$ cat src/rtl/mips_multicycle_ctrl.sv
// Multicycle MIPS control FSM: Moore datapath controls decoded from state, pc_en combinational.
// Latency: one state per clock; lw 5, sw/R/addi 4, beq/j/bne 3, unknown opcode 2 cycles.
// No backpressure; optional bne support is compiled in with MIPS_CTRL_BNE_EN.
module mips_multicycle_ctrl (
    input  logic       clk,
    input  logic       rst_n,
    input  logic [5:0] opcode,
    input  logic [5:0] funct,
    input  logic       zero,
    output logic [3:0] alu_control,
    output logic       alu_src_a,
    output logic [1:0] alu_src_b,
    output logic [1:0] pc_src,
    output logic       pc_en,
    output logic       ir_write,
    output logic       reg_write,
    output logic       mem_write,
    output logic       iord,
    output logic       reg_dst,
    output logic       mem_to_reg,
    output logic [3:0] state
);

    typedef enum logic [3:0] {
        S_FETCH  = 4'd0,
        S_DECODE = 4'd1,
        S_MEMADR = 4'd2,
        S_MEMRD  = 4'd3,
        S_MEMWB  = 4'd4,
        S_MEMWR  = 4'd5,
        S_EXEC   = 4'd6,
        S_ALUWB  = 4'd7,
        S_BEQ    = 4'd8,
        S_ADDIEX = 4'd9,
        S_ADDIWB = 4'd10,
        S_JUMP   = 4'd11,
        S_BNE    = 4'd12
    } state_t;

    localparam logic [5:0] OP_LW    = 6'b100011;
    localparam logic [5:0] OP_SW    = 6'b101011;
    localparam logic [5:0] OP_RTYPE = 6'b000000;
    localparam logic [5:0] OP_BEQ   = 6'b000100;
    localparam logic [5:0] OP_BNE   = 6'b000101;
    localparam logic [5:0] OP_ADDI  = 6'b001000;
    localparam logic [5:0] OP_J     = 6'b000010;

    localparam logic [3:0] ALU_ADD = 4'b0010;
    localparam logic [3:0] ALU_SUB = 4'b0110;
    localparam logic [3:0] ALU_AND = 4'b0000;
    localparam logic [3:0] ALU_OR  = 4'b0001;
    localparam logic [3:0] ALU_SLT = 4'b0111;

    state_t     state_q, state_d;
    logic [3:0] funct_alu;
    logic       pc_write, branch, branch_ne;
    logic       ir_write_s, reg_write_s, mem_write_s;

    // R-type function field to ALU operation; unsupported functs fall back to add.
    always_comb begin
        funct_alu = ALU_ADD;
        case (funct)
            6'b100000: funct_alu = ALU_ADD;
            6'b100010: funct_alu = ALU_SUB;
            6'b100100: funct_alu = ALU_AND;
            6'b100101: funct_alu = ALU_OR;
            6'b101010: funct_alu = ALU_SLT;
            default:   funct_alu = ALU_ADD;
        endcase
    end

    // State register; reset parks the FSM in FETCH at any point of an instruction.
    always_ff @(posedge clk or negedge rst_n) begin
        if (!rst_n) state_q <= S_FETCH;
        else        state_q <= state_d;
    end

    // Next-state logic.
    always_comb begin
        state_d = S_FETCH;
        case (state_q)
            S_FETCH:  state_d = S_DECODE;
            S_DECODE: begin
                case (opcode)
                    OP_LW, OP_SW: state_d = S_MEMADR;
                    OP_RTYPE:     state_d = S_EXEC;
                    OP_BEQ:       state_d = S_BEQ;
                    OP_ADDI:      state_d = S_ADDIEX;
                    OP_J:         state_d = S_JUMP;
`ifdef MIPS_CTRL_BNE_EN
                    OP_BNE:       state_d = S_BNE;
`endif
                    default:      state_d = S_FETCH;
                endcase
            end
            S_MEMADR: state_d = (opcode == OP_SW) ? S_MEMWR : S_MEMRD;
            S_MEMRD:  state_d = S_MEMWB;
            S_EXEC:   state_d = S_ALUWB;
            S_ADDIEX: state_d = S_ADDIWB;
            default:  state_d = S_FETCH;
        endcase
    end

    // Moore control decode; anything not set for a state stays at its default.
    always_comb begin
        alu_control = ALU_ADD;
        alu_src_a   = 1'b0;
        alu_src_b   = 2'b00;
        pc_src      = 2'b00;
        pc_write    = 1'b0;
        branch      = 1'b0;
        branch_ne   = 1'b0;
        ir_write_s  = 1'b0;
        reg_write_s = 1'b0;
        mem_write_s = 1'b0;
        iord        = 1'b0;
        reg_dst     = 1'b0;
        mem_to_reg  = 1'b0;
        case (state_q)
            S_FETCH: begin
                ir_write_s = 1'b1;
                pc_write   = 1'b1;
                alu_src_b  = 2'b01;
            end
            S_DECODE: alu_src_b = 2'b11;
            S_MEMADR, S_ADDIEX: begin
                alu_src_a = 1'b1;
                alu_src_b = 2'b10;
            end
            S_MEMRD: iord = 1'b1;
            S_MEMWB: begin
                reg_write_s = 1'b1;
                mem_to_reg  = 1'b1;
            end
            S_MEMWR: begin
                iord        = 1'b1;
                mem_write_s = 1'b1;
            end
            S_EXEC: begin
                alu_src_a   = 1'b1;
                alu_control = funct_alu;
            end
            S_ALUWB: begin
                reg_write_s = 1'b1;
                reg_dst     = 1'b1;
            end
            S_ADDIWB: reg_write_s = 1'b1;
            S_BEQ: begin
                alu_src_a   = 1'b1;
                alu_control = ALU_SUB;
                pc_src      = 2'b01;
                branch      = 1'b1;
            end
`ifdef MIPS_CTRL_BNE_EN
            S_BNE: begin
                alu_src_a   = 1'b1;
                alu_control = ALU_SUB;
                pc_src      = 2'b01;
                branch_ne   = 1'b1;
            end
`endif
            S_JUMP: begin
                pc_src   = 2'b10;
                pc_write = 1'b1;
            end
            default: ;
        endcase
    end

    // Write strobes are held off combinationally while reset is asserted,
    // since FETCH (the reset state) would otherwise raise ir_write and pc_en.
    assign ir_write  = ir_write_s  & rst_n;
    assign reg_write = reg_write_s & rst_n;
    assign mem_write = mem_write_s & rst_n;
    assign pc_en     = rst_n & (pc_write | (branch & zero) | (branch_ne & ~zero));
    assign state     = state_q;

endmodule

$ cat config.mk
export PLATFORM = sky130hd
export DESIGN_NAME = mips_multicycle_ctrl
export DESIGN_NICKNAME = d
export VERILOG_FILES = /design/src/rtl/mips_multicycle_ctrl.sv
export SDC_FILE = /design/constraint.sdc
export NUM_CORES = 1
export LEC_CHECK = 0
export CORE_MARGIN = 10
export CORE_UTILIZATION = 35
export DETAILED_ROUTE_END_ITERATION = 6
export GPL_TIMING_DRIVEN = 0
export PLACE_DENSITY = 0.82
export SLEW_MARGIN = 20
export SYNTH_ARGS = -nofsm -noshare
export SYNTH_HDL_FRONTEND = slang
export SYNTH_SLANG_ARGS = --single-unit
$ cat constraint.sdc
create_clock -name clk -period 2.6 [get_ports clk]
set_clock_uncertainty 0.15 [all_clocks]
set_input_delay 0.52 -clock clk [delete_from_list [all_inputs] [get_ports clk]]
set_output_delay 0.52 -clock clk [all_outputs]
set_load 0.02 [all_outputs]
# After elaboration in Yosys (flattened, before gate mapping)

Cells that the tools add are included.

Logic and storage cells: 51
Memory bits (writable): 0
Bits in latches: 0
Flip-flop bits (word level): 4
Memories kept: 0
Input bits: 15
Memory bits (read-only): 0

Equality and inequality tests: 20
Shift-type cells: 0
$add $sub $neg: 0
$mul: 0
$lt $le $gt $ge: 0
Bitwise operators: 6
Multiplexer cells: 16
Reduce and logical (&&, ||, !) cells: 8
Divide/modulo/power cells: 0

Operator list:

| kind                                           | count |
|---|---|
| == test 6 bit (second input constant)          | 6 |
| case mux 4 bit (6 select lines)                | 1 |
| case mux 4 bit (5 select lines)                | 1 |
| == test 4 x 3 -> 1 bit (second input constant) | 4 |
| == test 4 bit (second input constant)          | 4 |
| case mux 3 bit (4 select lines)                | 1 |
| 2-to-1 mux 1 bit                               | 9 |
| == test 4 x 2 -> 1 bit (second input constant) | 2 |
| case mux 4 bit (2 select lines)                | 1 |
| OR reduction 2 bit                             | 4 |
| == test 6 x 2 -> 1 bit (second input constant) | 1 |
| == test 6 x 3 -> 1 bit (second input constant) | 1 |
| == test 6 x 4 -> 1 bit (second input constant) | 1 |
| zero test 6 bit                                | 1 |
| case mux 2 bit (3 select lines)                | 1 |
| AND 1 bit                                      | 5 |
| == test 4 x 1 -> 1 bit (second input constant) | 1 |
| zero test 4 bit                                | 1 |
| case mux 2 bit (2 select lines)                | 1 |
| OR reduction 4 bit                             | 1 |
| 2-to-1 mux 3 bit                               | 1 |
| OR reduction 3 bit                             | 1 |
| bitwise OR 1 bit                               | 1 |

# Longest topological paths before layout

Gate-level depths: netlist of run 1.

Depth after elaboration: 5
Depth in mapped cells: 5
Gate-level depth less buffers: 4

# Worst setup path before layout of run 1

OpenSTA, ideal clock, no wires.

Path kind: register -> output
From: register state_q[3] (netlist: state[3])
To: output port reg_write
Path slack: 0.193 ns
Cell stages (with the launch flop): 6
Data arrival time: 1.737 ns
Required time: 1.930 ns
Cells stage by stage: dfrtp_1 -> buf_2 -> nand2b_1 -> nor3_1 -> a21oi_1 -> nor2b_1

Cells in the longest elaborated chain, start to end: 4

Ends and longest elaborated chain:

| item                                                           | line | text |
|---|---|---|
| from (decl)                                                    | 54   | `state_t state_q, state_d;` |
| from (signal assigned)                                         | 75   | `else state_q <= state_d;` |
| == test 4 bit / == test 4 x 3 -> 1 bit (equally long branches) | 119  | `case (state_q)` |
| OR reduction 3 bit (no source line) *                          | n/a  |  |
| 2-to-1 mux 1 bit *                                             | 119  |  |
| AND 1 bit *                                                    | 173  | `assign reg_write = reg_write_s & rst_n;` |
| to (decl)                                                      | 16   | `output logic reg_write,` |

Every way passes the cells marked *; elsewhere a longest branch is shown, timed or not.

# Worst setup path after layout of run 1

From: register state_q[3] (netlist: state[3])
To: output port mem_to_reg

Cells in the longest elaborated chain, start to end: 2

Ends and longest elaborated chain:

| item                   | line | text |
|---|---|---|
| == test 4 x 3 -> 1 bit | 119  |  |
| 2-to-1 mux 1 bit       | 119  |  |
| to (decl)              | 20   | `output logic mem_to_reg,` |

Every way passes these cells.

==> out/qor.yml, run 1 <==
status: "complete, no violations"
required_ps: 1930
path_cells: "buf_2, nand2b_1, nor3_1, clkdlybuf4s50_1"
nets: 122
cts_tree: "built"
postRouteAntennaNets: 0
crit_type: "register to output port"
firstDrtPassIters: 4
yosysTopAreaCellShare: 0.2100
cp_max_fo: 10
grt.total_usage: 0.1063
area_delta_synth_final_pct: 79.79
arrival_ps: 1810
cts_root_buf: "clkbuf_4"
clk_latency_ps: 230
setup_viol: 0
irDropWorstVdd_v: 0.0004197
crit_path_max_incr_delay_ps: 650
hold_viol: 0
io_pins: 35
synth_most_common_cell: "nor2_1"
die_h_um: 56.91
synth_enable_flop_cells: 0
ys_seq_area_frac: 0.2100
path_clk_slew_ps: 40
core_mm2: 0.001285
grt_max_degree: 11
routed_wl_um: 1767
min_period_over_period: 0.9537
cts_buffers: 3
post-dp-hpwl_um: 1475
fmax_mhz: 403.3
cts_sinks: 4
synth_seq_cells: 4
crit_slowest_cell: "clkdlybuf4s50_1"
ys.flop_type: "dfrtp_1"
grt_overflow: 0
post_drt_via_cell_ratio: 5.308
async_flop_share: 1.000
die-area_mm2: 0.003238
whs_ps: 128.9
rsz0062_at_grt: "no"
ys_warn_count: 0
syn_nets: 84
row_count: 13
avgSynthCellArea_um2: 6.909
initial_utilization: 0.3710
antenna_found_initial: 0
leakage_nw: 0.3978
die_x_um: 56.91
ys_top_cells_by_area: "dfrtp_1, nand2b_1, nor2_1"
drive_above_1_share: 0.1333
antenna_cells: 0
grt_first_pass_wirelength_um: 2891
port_buffers: 33
vias: 637
clock_path_buffers: 2
cts_setup_buffers: 0
drtIter0Drc: 13
power_uw: 649.4
largest_reg_flops: 4
grt_pass1_vias: 643
post_drt_wl_per_cell_um: 14.73
synth_cell_types: 31
drc: 0
fin_crit_ps: 2480
hold_path.class: "input port to asynchronous set/reset pin"
syn_inst: 69
start_kind: "register"
drv_slew: 0
drv_cap: 0
yosys.area.top_type: "dfrtp_1"
end_kind: "output port"
htree_levels: 1
powerDensity_mw_per_mm2: 757.7
globalplace.congestion: 0.8213
synth_area_um2: 476.7
synth_common_cells: "nor2_1, nand2_1, nand2b_1"
logic make-up after synthesis:
group	after synthesis	synth area share
compound gates	15	0.2100
xor+xnor	2	0.03675
buf+inv	8	0.07873
flops	4	0.2100
mux	1	0.02100
other cells	1	0.007866
simple gates	38	0.4357
layer usage:
metal / share of wire / track usage / vias up
li1: - / - / 321
met1: 0.42 / 0.1115 / 288
met2: 0.49 / 0.1876 / 26
met3: 0.075 / 0.04719 / 2
met4: 0.0068 / 0.02685 / 0
met5: 0 / 0 / -
area by class of cell:
cell class	instances	area, µm²
fillers	128	427.9
inverters	3	11.26
well taps	15	18.77
multi-input cells	57	341.6
clock buffers	3	22.52
repair buffers	33	335.3
flip-flops and latches	4	100.1
plain buffers	5	27.53
power breakdown:
group	internal, mW	switching, mW
Sequential	0.0815	0.0156
Combinational	0.207	0.269
Clock	0.0516	0.0252
final timing paths:
check,to,from,cells after the start,slack [ps]
setup reg to reg,state[2],state[2],4,1190
min in group clk,state[0],state[1],2,500
hold reg to reg,state[0],state[1],2,500
max in group asynchronous,state[1],rst_n,1,1930
setup / recovery,mem_to_reg,state[3],4,120
hold / removal,state[0],rst_n,1,130
repair_timing:
| action | 4_1_cts | 5_1_grt |
|---|---|---|
| setup endpoints to repair | 8 | 6 |
| pin swaps | 0 | 1 |
| gates cloned | 0 | 0 |
| hold buffers | 0 | 0 |
| gates resized for setup | 11 | 6 |
cell usage in the layout (no fill, tap or decap), types with 2 or more instances in the layout:
cell type        Yosys  final
dlygate4sd2_1        0      3
nor3b_1              2      2
and3_1               2      2
dfrtp_1              4      4
dlymetal6s2s_1       0      4
clkdlybuf4s50_1      0     24
nand2b_1             5      5
nor4_1               2      2
o21ai_0              4      4
buf_2                3      3
a21oi_1              4      4
xor2_1               2      2
inv_1                3      3
nor2_1               7      7
nand3_1              4      4
nor3_1               4      4
clkbuf_4             0      3
nand2_1              5      5
nor2b_1              2      2
buf_4                1      2
per-stage QoR:
stage	instances	cell area, µm²	utilization	setup TNS [ps]	worst slack [ps]
2_1_floorplan	69	476.7	-	0	193.2
3_3_place_gp	117	825.8	0.6426	-853.1	-360.5
3_5_place_dp	117	825.8	0.6426	-997.8	-395.3
4_1_cts	120	842.1	0.6553	0	30.77
5_1_grt	120	857.1	0.6670	0	16.45
6_report	120	857.1	0.6670	0	120.4
worst max-delay path: cells and delay by family, from the launching register on:
family | cells | cell delay [ps]
and+or+nand+nor | 2 | 390
DFF | 1 | 360
buffers and inverters | 2 | 830
No activity file was read; power rests on OpenSTA's default activity.
==> run 2, diff against run 1 <==
CAP_MARGIN = 5   (was not set)
SLEW_MARGIN = not set   (was 20)
==> results of run 2 <==
The final DEF is identical to that of run 1; final timing and power are the same.
==> run 3, diff against run 2 <==
SETUP_SLACK_MARGIN = 0.15   (was not set)
clock period = 3 ns   (was 2.6 ns; I/O delays follow)
==> run 3 against run 2 <==
  * Critical path depth stayed put
  * Sequential cell count stayed put
  * Utilization is 0.97 points lower
  * Sequential power is 13% lower
  * Global-route usage stayed put
  * Non-clock buffer count stayed put
  * Final cell count stayed put
  * Sequential share of layout area is 0.17 points higher
  * Worst hold slack better by 81 ps
  * Critical endpoint is now alu_control[2]
==> out/qor.yml, run 3 (synthesis gave the netlist of run 1 again) <==
final_util: 0.6573
end_kind: "output port"
hold_path.class: "input port to asynchronous set/reset pin"
most-common-layout-cells: "clkdlybuf4s50_1, nor2_1, nand2_1, nand2b_1"
initial_utilization: 0.3710
post_drt_wl_per_cell_um: 14.43
core_mm2: 0.001285
layout.cells.non_filler: 120
cts_root_buf: "clkbuf_4"
grt_pass1_vias: 643
antenna_cells: 0
drtIter0Drc: 10
firstDrtPassIters: 4
row_count: 13
post-dp-hpwl_um: 1475
port_buffers: 33
drv_slew: 0
globalplace.congestion: 0.8213
htree_levels: 1
fill_cells: 133
path_clk_slew_ps: 40
irDropWorstVdd_v: 0.0003647
largest_reg_flops: 4
busiest_layer: "met2"
multi_input_area_um2: 341.6
final_common_cell: "clkdlybuf4s50_1"
grt_use_met2: 0.1876
drc: 0
cts_sinks: 4
required_ps: 2250
routed_wl_um: 1731
grt_first_pass_wirelength_um: 2891
drive_above_1_share: 0.1333
grt.total_usage: 0.1063
postRouteAntennaNets: 0
io_pins: 35
die-area_mm2: 0.003238
clk_latency_ps: 230
setup_slack_ps: 233.5
post_drt_via_cell_ratio: 5.300
cts_setup_buffers: 0
grt_max_degree: 11
fmax_mhz: 361.5
grt_util_met3: 0.04719
setup_viol: 0
powerDensity_mw_per_mm2: 668.3
min_period_over_period: 0.9222
drv_cap: 0
fin_crit_ps: 2766
whs_ps: 209.7
place_inst: 117
cp_max_fo: 2
crit_type: "input port to output port"
clock_path_buffers: 2
cts_tree: "built"
cts_buffers: 3
start_kind: "input port"
rsz0062_at_grt: "no"
power_uw: 564.4
arrival_ps: 2020
use_met1: 0.1115
hold_viol: 0
die_x_um: 56.91
vias: 636
leakage_nw: 0.3370
antenna_found_initial: 0
status: "complete, no violations"
dp_slack_ps: -155.3
nets: 122
seq_area_um2: 100.1
area_delta_synth_final_pct: 77.17
die_h_um: 56.91
grt_overflow: 0
-- run 3: cell count changes in the layout (fill, tap and decap cells not counted), sizes merged --
cell           change
dlygate4sd2        -1
clkdlybuf4s15      -1
clkdlybuf4s50      +6
dlymetal6s2s       -4
buf                -1
clkbuf             +1
-- run 3: per-layer routing --
layer  vias up  share of wire
li1        322              -
met1       276           0.42
met2        34           0.48
met3         4          0.093
met4         0          0.013
met5         -              0
-- run 3: area by class of cell --
type / count / share of cell area
Multi-Input combinational cell: 57 / 0.4044
Timing Repair Buffer: 33 / 0.3822
Clock buffer: 3 / 0.02667
Tap cell: 15 / 0.02222
Inverter: 3 / 0.01333
Sequential cell: 4 / 0.1185
Buffer: 5 / 0.03259
-- run 3: through the flow --
stage,TNS (ps),cell area (µm²)
global placement,-149.5,825.8
detailed placement,-216.1,825.8
finish,0,844.6
CTS,0,844.6
global route,0,844.6
floorplan,0,476.7
-- run 3: repair_timing --
action,in CTS,in global routing
endpoints found under the setup margin,3,3
resized for setup,3,5
hold buffers,0,0
cloned,0,0
pin swaps,0,0
-- run 3: worst paths after layout --
path,slack [ps],cells after the start,to,start
max reg2reg,1610,4,state[2],state[2]
min reg2reg,500,2,state[0],state[1]
min,210,1,state[2],rst_n
min in group clk,500,2,state[0],state[1]
max in group asynchronous,2250,1,state[1],rst_n
max,230,4,alu_control[2],funct[1]
-- run 3: where the power goes --
group	total, mW	leakage, nW	switching, mW	internal [mW]
Clock	0.0665	0.0138	0.0217	0.0447
Sequential	0.0842	0.0530	0.0137	0.0706
Combinational	0.414	0.270	0.230	0.184
Total	0.564	0.337	0.265	0.299
-- run 3: worst max-delay path, cell delays in order --
cell             delay [ps]
clkdlybuf4s50_1         480
or3b_2                  470
o21bai_1                120
dlygate4sd2_1           340
